==> src/rtl/v_wb_buffer.sv <==
// v_wb_buffer: writeback buffer between the vector ALU result pipeline and the
// VRF write port / scalar result port.
// Show-ahead FIFO. The head entry is routed to exactly one of two valid/ready ports,
// selected by the entry's sca flag. almost_full is registered so ALU issue can be
// throttled early.
// Optional feature: define WB_COALESCE_EN to merge a vector push into the youngest
// queued vector entry that has the same address.
module v_wb_buffer #(
    parameter int unsigned REQ_DATA_WIDTH    = 64,
    parameter int unsigned REQ_ADDR_WIDTH    = 32,
    parameter int unsigned REQ_BE_DATA_WIDTH = REQ_DATA_WIDTH / 8,
    parameter int unsigned DEPTH             = 8,
    parameter int unsigned SKID              = 6
) (
    input  logic                         clk,
    input  logic                         rst,
    input  logic                         in_valid,
    input  logic [REQ_ADDR_WIDTH-1:0]    in_addr,
    input  logic [REQ_DATA_WIDTH-1:0]    in_data,
    input  logic [REQ_BE_DATA_WIDTH-1:0] in_be,
    input  logic                         in_w_reg,
    input  logic                         in_sca,
    output logic                         vrf_wr_valid,
    input  logic                         vrf_wr_ready,
    output logic [REQ_ADDR_WIDTH-1:0]    vrf_wr_addr,
    output logic [REQ_DATA_WIDTH-1:0]    vrf_wr_data,
    output logic [REQ_BE_DATA_WIDTH-1:0] vrf_wr_be,
    output logic                         sca_valid,
    input  logic                         sca_ready,
    output logic [REQ_DATA_WIDTH-1:0]    sca_data,
    output logic                         almost_full,
    output logic                         overflow_err
);

    localparam int unsigned PW = $clog2(DEPTH);
    localparam int unsigned CW = $clog2(DEPTH + 1);
    localparam logic [CW-1:0] FULL_LEVEL = CW'(DEPTH);
    localparam logic [CW-1:0] AF_LEVEL   = CW'(DEPTH - SKID);

    // Entry storage
    logic [REQ_ADDR_WIDTH-1:0]    addr_q [DEPTH];
    logic [REQ_DATA_WIDTH-1:0]    data_q [DEPTH];
    logic [REQ_BE_DATA_WIDTH-1:0] be_q   [DEPTH];
    logic                         sca_q  [DEPTH];

    logic [PW-1:0] wr_ptr_q, wr_ptr_d;
    logic [PW-1:0] rd_ptr_q, rd_ptr_d;
    logic [CW-1:0] count_q, count_d;
    logic          almost_full_q, almost_full_d;
    logic          overflow_q, overflow_d;

    logic empty, full, head_sca;
    logic push_req, pop, merge, alloc, drop;

`ifdef WB_COALESCE_EN
    logic [PW-1:0]             young;
    logic [REQ_DATA_WIDTH-1:0] merge_data;
`endif

    // Head routing, handshake decode and next-state pointer/count/flag logic
    always_comb begin
        empty    = (count_q == '0);
        full     = (count_q == FULL_LEVEL);
        head_sca = sca_q[rd_ptr_q];

        vrf_wr_valid = !empty && !head_sca;
        sca_valid    = !empty && head_sca;
        vrf_wr_addr  = empty ? '0 : addr_q[rd_ptr_q];
        vrf_wr_data  = empty ? '0 : data_q[rd_ptr_q];
        vrf_wr_be    = empty ? '0 : be_q[rd_ptr_q];
        sca_data     = empty ? '0 : data_q[rd_ptr_q];

        pop      = (vrf_wr_valid && vrf_wr_ready) || (sca_valid && sca_ready);
        push_req = in_valid && in_w_reg;

`ifdef WB_COALESCE_EN
        young      = wr_ptr_q - 1'b1;
        merge_data = data_q[young];
        for (int unsigned b = 0; b < REQ_BE_DATA_WIDTH; b++) begin
            if (in_be[b]) begin
                merge_data[b*8 +: 8] = in_data[b*8 +: 8];
            end
        end
        // A lone entry leaving this cycle cannot absorb the push; allocate instead
        merge = push_req && !in_sca && !empty && !sca_q[young] &&
                (addr_q[young] == in_addr) &&
                !((count_q == CW'(1)) && pop);
`else
        merge = 1'b0;
`endif

        alloc = push_req && !merge && (!full || pop);
        drop  = push_req && !merge && full && !pop;

        wr_ptr_d = wr_ptr_q + PW'(alloc);
        rd_ptr_d = rd_ptr_q + PW'(pop);
        count_d  = count_q;
        if (alloc && !pop) begin
            count_d = count_q + CW'(1);
        end else if (!alloc && pop) begin
            count_d = count_q - CW'(1);
        end
        almost_full_d = (count_d >= AF_LEVEL);
        overflow_d    = overflow_q || drop;
    end

    // Control state: pointers, occupancy and status flags
    always_ff @(posedge clk or posedge rst) begin
        if (rst) begin
            wr_ptr_q      <= '0;
            rd_ptr_q      <= '0;
            count_q       <= '0;
            almost_full_q <= 1'b0;
            overflow_q    <= 1'b0;
        end else begin
            wr_ptr_q      <= wr_ptr_d;
            rd_ptr_q      <= rd_ptr_d;
            count_q       <= count_d;
            almost_full_q <= almost_full_d;
            overflow_q    <= overflow_d;
        end
    end

    // Entry storage writes: allocate at the tail, or merge into the youngest entry
    always_ff @(posedge clk) begin
        if (alloc) begin
            addr_q[wr_ptr_q] <= in_addr;
            data_q[wr_ptr_q] <= in_data;
            be_q[wr_ptr_q]   <= in_be;
            sca_q[wr_ptr_q]  <= in_sca;
        end
`ifdef WB_COALESCE_EN
        else if (merge) begin
            data_q[young] <= merge_data;
            be_q[young]   <= be_q[young] | in_be;
        end
`endif
    end

    assign almost_full  = almost_full_q;
    assign overflow_err = overflow_q;

endmodule
==> config.mk <==
export PLATFORM = sky130hd
export DESIGN_NAME = v_wb_buffer
export DESIGN_NICKNAME = d
export VERILOG_FILES = /design/src/rtl/v_wb_buffer.sv
export SDC_FILE = /design/constraint.sdc
export NUM_CORES = 1
export LEC_CHECK = 0
export BUFFER_PORTS_ARGS = -buffer_cell sky130_fd_sc_hd__buf_2
export CORE_ASPECT_RATIO = 1.75
export CORE_UTILIZATION = 36
export CTS_BUF_LIST = sky130_fd_sc_hd__clkbuf_2 sky130_fd_sc_hd__clkbuf_4 sky130_fd_sc_hd__clkbuf_8
export CTS_CLUSTER_DIAMETER = 30
export CTS_CLUSTER_SIZE = 40
export DETAILED_ROUTE_END_ITERATION = 7
export PLACE_DENSITY = 0.56
export SYNTH_ARGS = -nofsm -noshare
export SYNTH_HDL_FRONTEND = slang
export SYNTH_SLANG_ARGS = --single-unit
==> constraint.sdc <==
create_clock -name clk -period 11.43 [get_ports clk]
set_input_delay 2.286 -clock clk [delete_from_list [all_inputs] [get_ports clk]]
set_output_delay 2.286 -clock clk [all_outputs]
set_load 0.005 [all_outputs]
==> impl_metrics.xml <==
<?xml version="1.0" encoding="UTF-8"?>
<metrics>
  <group name="worst_setup_path">
    <metric name="timing.critical_path.slowest_cell_delay" unit="ns">0.96</metric>
    <metric name="critPathMaxFanout" unit="">48</metric>
    <metric name="timing.critical_path.to_type" unit="">output pin</metric>
    <metric name="timing.critical_path.buf_inv" unit="">3</metric>
    <metric name="crit_cells" unit="">6</metric>
    <metric name="worstPathCellList" unit="">buf_4 -&gt; buf_4 -&gt; mux4_2 -&gt; mux2i_1 -&gt; nor2_1 -&gt; buf_2</metric>
    <metric name="worst_r2r_path_depth" unit="">8</metric>
    <metric name="cp_max_stage_cell" unit="">sky130_fd_sc_hd__dfrtp_4</metric>
    <metric name="criticalPathCategory" unit="">register to output pin</metric>
    <metric name="critPathTopFamily" unit="">buffers and inverters</metric>
    <metric name="worstSetupStartpointType" unit="">register</metric>
    <metric name="worst_path_most_repeated_cell" unit="">sky130_fd_sc_hd__buf_4</metric>
    <metric name="cp.arrival" unit="ns">4.42</metric>
    <metric name="worst_ep_required_time" unit="ns">9.14</metric>
  </group>
  <group name="synthesis">
    <metric name="post_synth_most_frequent_cells" unit="">sky130_fd_sc_hd__edfxtp_1, sky130_fd_sc_hd__mux4_2, sky130_fd_sc_hd__nor2_1</metric>
    <metric name="synth_edf_count" unit="">840</metric>
    <metric name="postSynthCellCount" unit="">1478</metric>
    <metric name="area_fraction_in_and_or_nand_and_nor_cells_after_synthesis" unit="%">1.701</metric>
    <metric name="synth_compound_gate_area_share" unit="%">0.2050</metric>
    <metric name="number_of_synthesized_register_bits" unit="">852</metric>
    <metric name="post_synth_fa_ha_maj_area_fraction" unit="%">0.2278</metric>
    <metric name="dominant_combinational_cell_family_by_area_after_synthesis" unit="">multiplexers</metric>
    <metric name="yosysTopAreaCellShare" unit="%">76.54</metric>
    <metric name="synth-seq-area-share" unit="%">77.45</metric>
    <metric name="portion_of_netlist_area_occupied_by_mux_cells" unit="%">17.79</metric>
    <metric name="prevailing_post_synth_register_cell" unit="">sky130_fd_sc_hd__edfxtp_1</metric>
    <metric name="yosysUniqueCellTypes" unit="">34</metric>
    <metric name="netlist_area_before_placement" unit="sq um">32960</metric>
    <metric name="dominant_cell_by_count_in_the_synthesized_netlist" unit="">sky130_fd_sc_hd__edfxtp_1</metric>
    <metric name="synth-async-reset-ratio" unit="%">1.408</metric>
    <metric name="synth_xor_xnor_area_share" unit="%">0.2126</metric>
    <metric name="netlist_top_cells_area" unit="">sky130_fd_sc_hd__edfxtp_1, sky130_fd_sc_hd__mux4_2, sky130_fd_sc_hd__mux2i_1, sky130_fd_sc_hd__buf_4, sky130_fd_sc_hd__nor2_1</metric>
    <metric name="synth_nets" unit="">1595</metric>
    <metric name="syn-mean-instance-area" unit="sq um">22.30</metric>
    <metric name="synth_area_leader_cell" unit="">sky130_fd_sc_hd__edfxtp_1</metric>
    <metric name="synth_warnings" unit="">0</metric>
  </group>
  <group name="timing">
    <metric name="grt_setup_unrepaired" unit="">no</metric>
    <metric name="timing.final.hold_violations" unit="">0</metric>
    <metric name="max_slew_margin" unit="%">27.56</metric>
    <metric name="final.min_clock_period" unit="ns">6.708</metric>
    <metric name="setup-tns-final" unit="ns">0</metric>
    <metric name="final.hold.worst_slack" unit="ns">0.4795</metric>
    <metric name="tcrit_tclk_final" unit="%">58.69</metric>
    <metric name="report.final.slew_viol_count" unit="">0</metric>
    <metric name="clock.fmax" unit="GHz">0.1491</metric>
    <metric name="tightestPinTransition" unit="ns">1.087</metric>
    <metric name="final-setup-viol-count" unit="">0</metric>
    <metric name="worst_slack" unit="ns">4.722</metric>
    <metric name="worst_clock_skew" unit="ns">0.05598</metric>
  </group>
  <group name="finish">
    <metric name="area_delta_synth_final" unit="%">15.85</metric>
    <metric name="ff_latch_area" unit="sq um">25540</metric>
    <metric name="layout_cell_share_with_drive_strength_beyond_1" unit="%">39.96</metric>
    <metric name="finalNetCount" unit="">1889</metric>
    <metric name="footprint_of_the_multi_input_gates" unit="sq um">6700</metric>
    <metric name="layout.cells.non_filler" unit="">3061</metric>
    <metric name="fillCellCount" unit="">7996</metric>
  </group>
  <group name="pwr">
    <metric name="post-layout-total-power" unit="W">0.009433</metric>
    <metric name="leakagePower" unit="nW">12.84</metric>
    <metric name="worst_vdd_rail_ir_drop" unit="mV">0.2018</metric>
    <metric name="power.density" unit="nW/um^2">247.1</metric>
  </group>
  <group name="die">
    <metric name="floorplan.rows" unit="">146</metric>
    <metric name="ios" unit="">283</metric>
    <metric name="fp.coreArea" unit="sq um">90610</metric>
    <metric name="start_util" unit="%">36.37</metric>
    <metric name="dieHeight" unit="um">402.3</metric>
    <metric name="die_area" unit="sq um">92810</metric>
    <metric name="die_x" unit="um">230.7</metric>
  </group>
  <group name="run_status">
    <metric name="outcome" unit="">finished, final reports clean</metric>
  </group>
  <group name="hold_path">
    <metric name="holdCritPathClass" unit="">register to register</metric>
    <metric name="holdPathStages" unit="">1</metric>
  </group>
  <group name="grt">
    <metric name="overflow" unit="">0</metric>
    <metric name="largest_net_degree_at_the_start_of_global_routing" unit="">105</metric>
    <metric name="grt_first_pass_wirelength" unit="um">108600</metric>
    <metric name="grt_antenna_before_repair" unit="">24</metric>
    <metric name="track_usage" unit="%">15.97</metric>
    <metric name="vias_in_the_first_global_route" unit="">16890</metric>
  </group>
  <group name="place">
    <metric name="routabilityCongestion" unit="">0.6925</metric>
    <metric name="port_buf_inserts" unit="">282</metric>
    <metric name="pre_cts_slack" unit="ns">5.345</metric>
    <metric name="total_instance_count_after_detailed_placement" unit="">2840</metric>
    <metric name="hpwlAfterDp" unit="um">40590</metric>
  </group>
  <group name="cts">
    <metric name="cts_repair_resize_count" unit="">0</metric>
    <metric name="cts_bufs_inserted" unit="">114</metric>
    <metric name="number_of_sinks_handled_by_clock_tree_synthesis" unit="">852</metric>
    <metric name="clkLatencyLatePin" unit="ns">0.81</metric>
    <metric name="h-tree-depth" unit="">3</metric>
    <metric name="cts_hold_repair.buffers" unit="">0</metric>
    <metric name="ctsLongestPathBuffers" unit="">3</metric>
    <metric name="clk_tree_root_cell" unit="">sky130_fd_sc_hd__clkbuf_8</metric>
    <metric name="cts_setup_buffers" unit="">0</metric>
    <metric name="cts_tree" unit="">done</metric>
    <metric name="clock_transition_at_the_register_clock_pins_on_the_worst_setup_and_hold_paths_after_cts" unit="ns">0.08</metric>
  </group>
  <group name="detailed_routing">
    <metric name="route.vias.total" unit="">15430</metric>
    <metric name="drt-wirelength-per-cell" unit="um">24.01</metric>
    <metric name="ant_nets" unit="">0</metric>
    <metric name="postRouteWirelength" unit="um">73490</metric>
    <metric name="via_per_inst" unit="">5.042</metric>
    <metric name="drc" unit="">0</metric>
    <metric name="detailedRoute.firstIterationViolations" unit="">979</metric>
    <metric name="drt-pass1-iter-count" unit="">5</metric>
  </group>
  <group name="flow_run">
    <metric name="drv.max_cap_violation_count" unit="">0</metric>
  </group>
</metrics>
-- per-layer routing --
metal | vias to the layer above | track usage [%] | routed length [um]
met5 | - | 0 | 143
li1 | 6657 | - | -
met1 | 8230 | 19.63 | 30010
met3 | 128 | 3.550 | 3732
met2 | 394 | 27.55 | 38160
met4 | 24 | 5.542 | 1443
-- flip-flops by register name (all words and copies together) (netlist names) --
| name | flops |
|---|---|
| data_q | 512 |
| addr_q | 256 |
| be_q | 64 |
| sca_q | 8 |
| count_q | 4 |
| rd_ptr_q | 3 |
| wr_ptr_q | 3 |
| almost_full | 1 |
| overflow_err | 1 |
-- path summary, 6_finish.rpt --
kind	start	end	slack [ns]
max	rd_ptr_q[0]$_DFF_PP0_	vrf_wr_data[5]	4.72
min	overflow_err$_DFF_PP0_	overflow_err$_DFF_PP0_	0.48
max reg2reg	rd_ptr_q[0]$_DFF_PP0_	addr_q[4][17]$_DFFE_PP_	5.97
min reg2reg	overflow_err$_DFF_PP0_	overflow_err$_DFF_PP0_	0.48
max in group asynchronous	rst	rd_ptr_q[0]$_DFF_PP0_	9.48
min in group asynchronous	rst	rd_ptr_q[1]$_DFF_PP0_	1.52
-- where the power goes --
part | switching, W | internal, W
Clock | 0.00130 | 0.00139
Combinational | 0.00149 | 0.00137
Sequential | 0.000193 | 0.00370
Total | 0.00298 | 0.00646
-- cell type report --
cell class	count	share of cell area [%]
antenna	5	0.03277
clock buffer	121	4.264
clock inverter	95	2.963
inverter	3	0.02949
multi-input combinational	485	17.55
sequential	852	66.88
tap	1184	3.880
timing repair buffer	316	4.398
-- kinds of logic (layout without fill, tap and decap cells) --
family / count (synthesis) / after routing
compound gates: 9 / 9
xor+xnor: 8 / 8
fa+ha+maj: 6 / 6
buf+inv: 141 / 535
flops: 852 / 852
mux: 323 / 323
other cells: 0 / 5
simple gates: 139 / 139
-- placed cells by master, fill, tap and decap left out, drive strengths merged, types with 12 or more instances in the layout --
cell / instances
buf: 316
bufinv: 15
clkbuf: 121
clkinv: 45
dfrtp: 12
edfxtp: 840
inv: 32
mux2i: 107
mux4: 209
nor2: 114
-- per-stage QoR --
stage	utilization, %	instance area, sq um
after floorplan	-	32960
after global placement	39.08	35410
after detailed placement	39.08	35410
after CTS	42.12	38170
after global routing	42.13	38170
final	42.14	38180
Note: power is estimated with default switching activity, not from simulation.
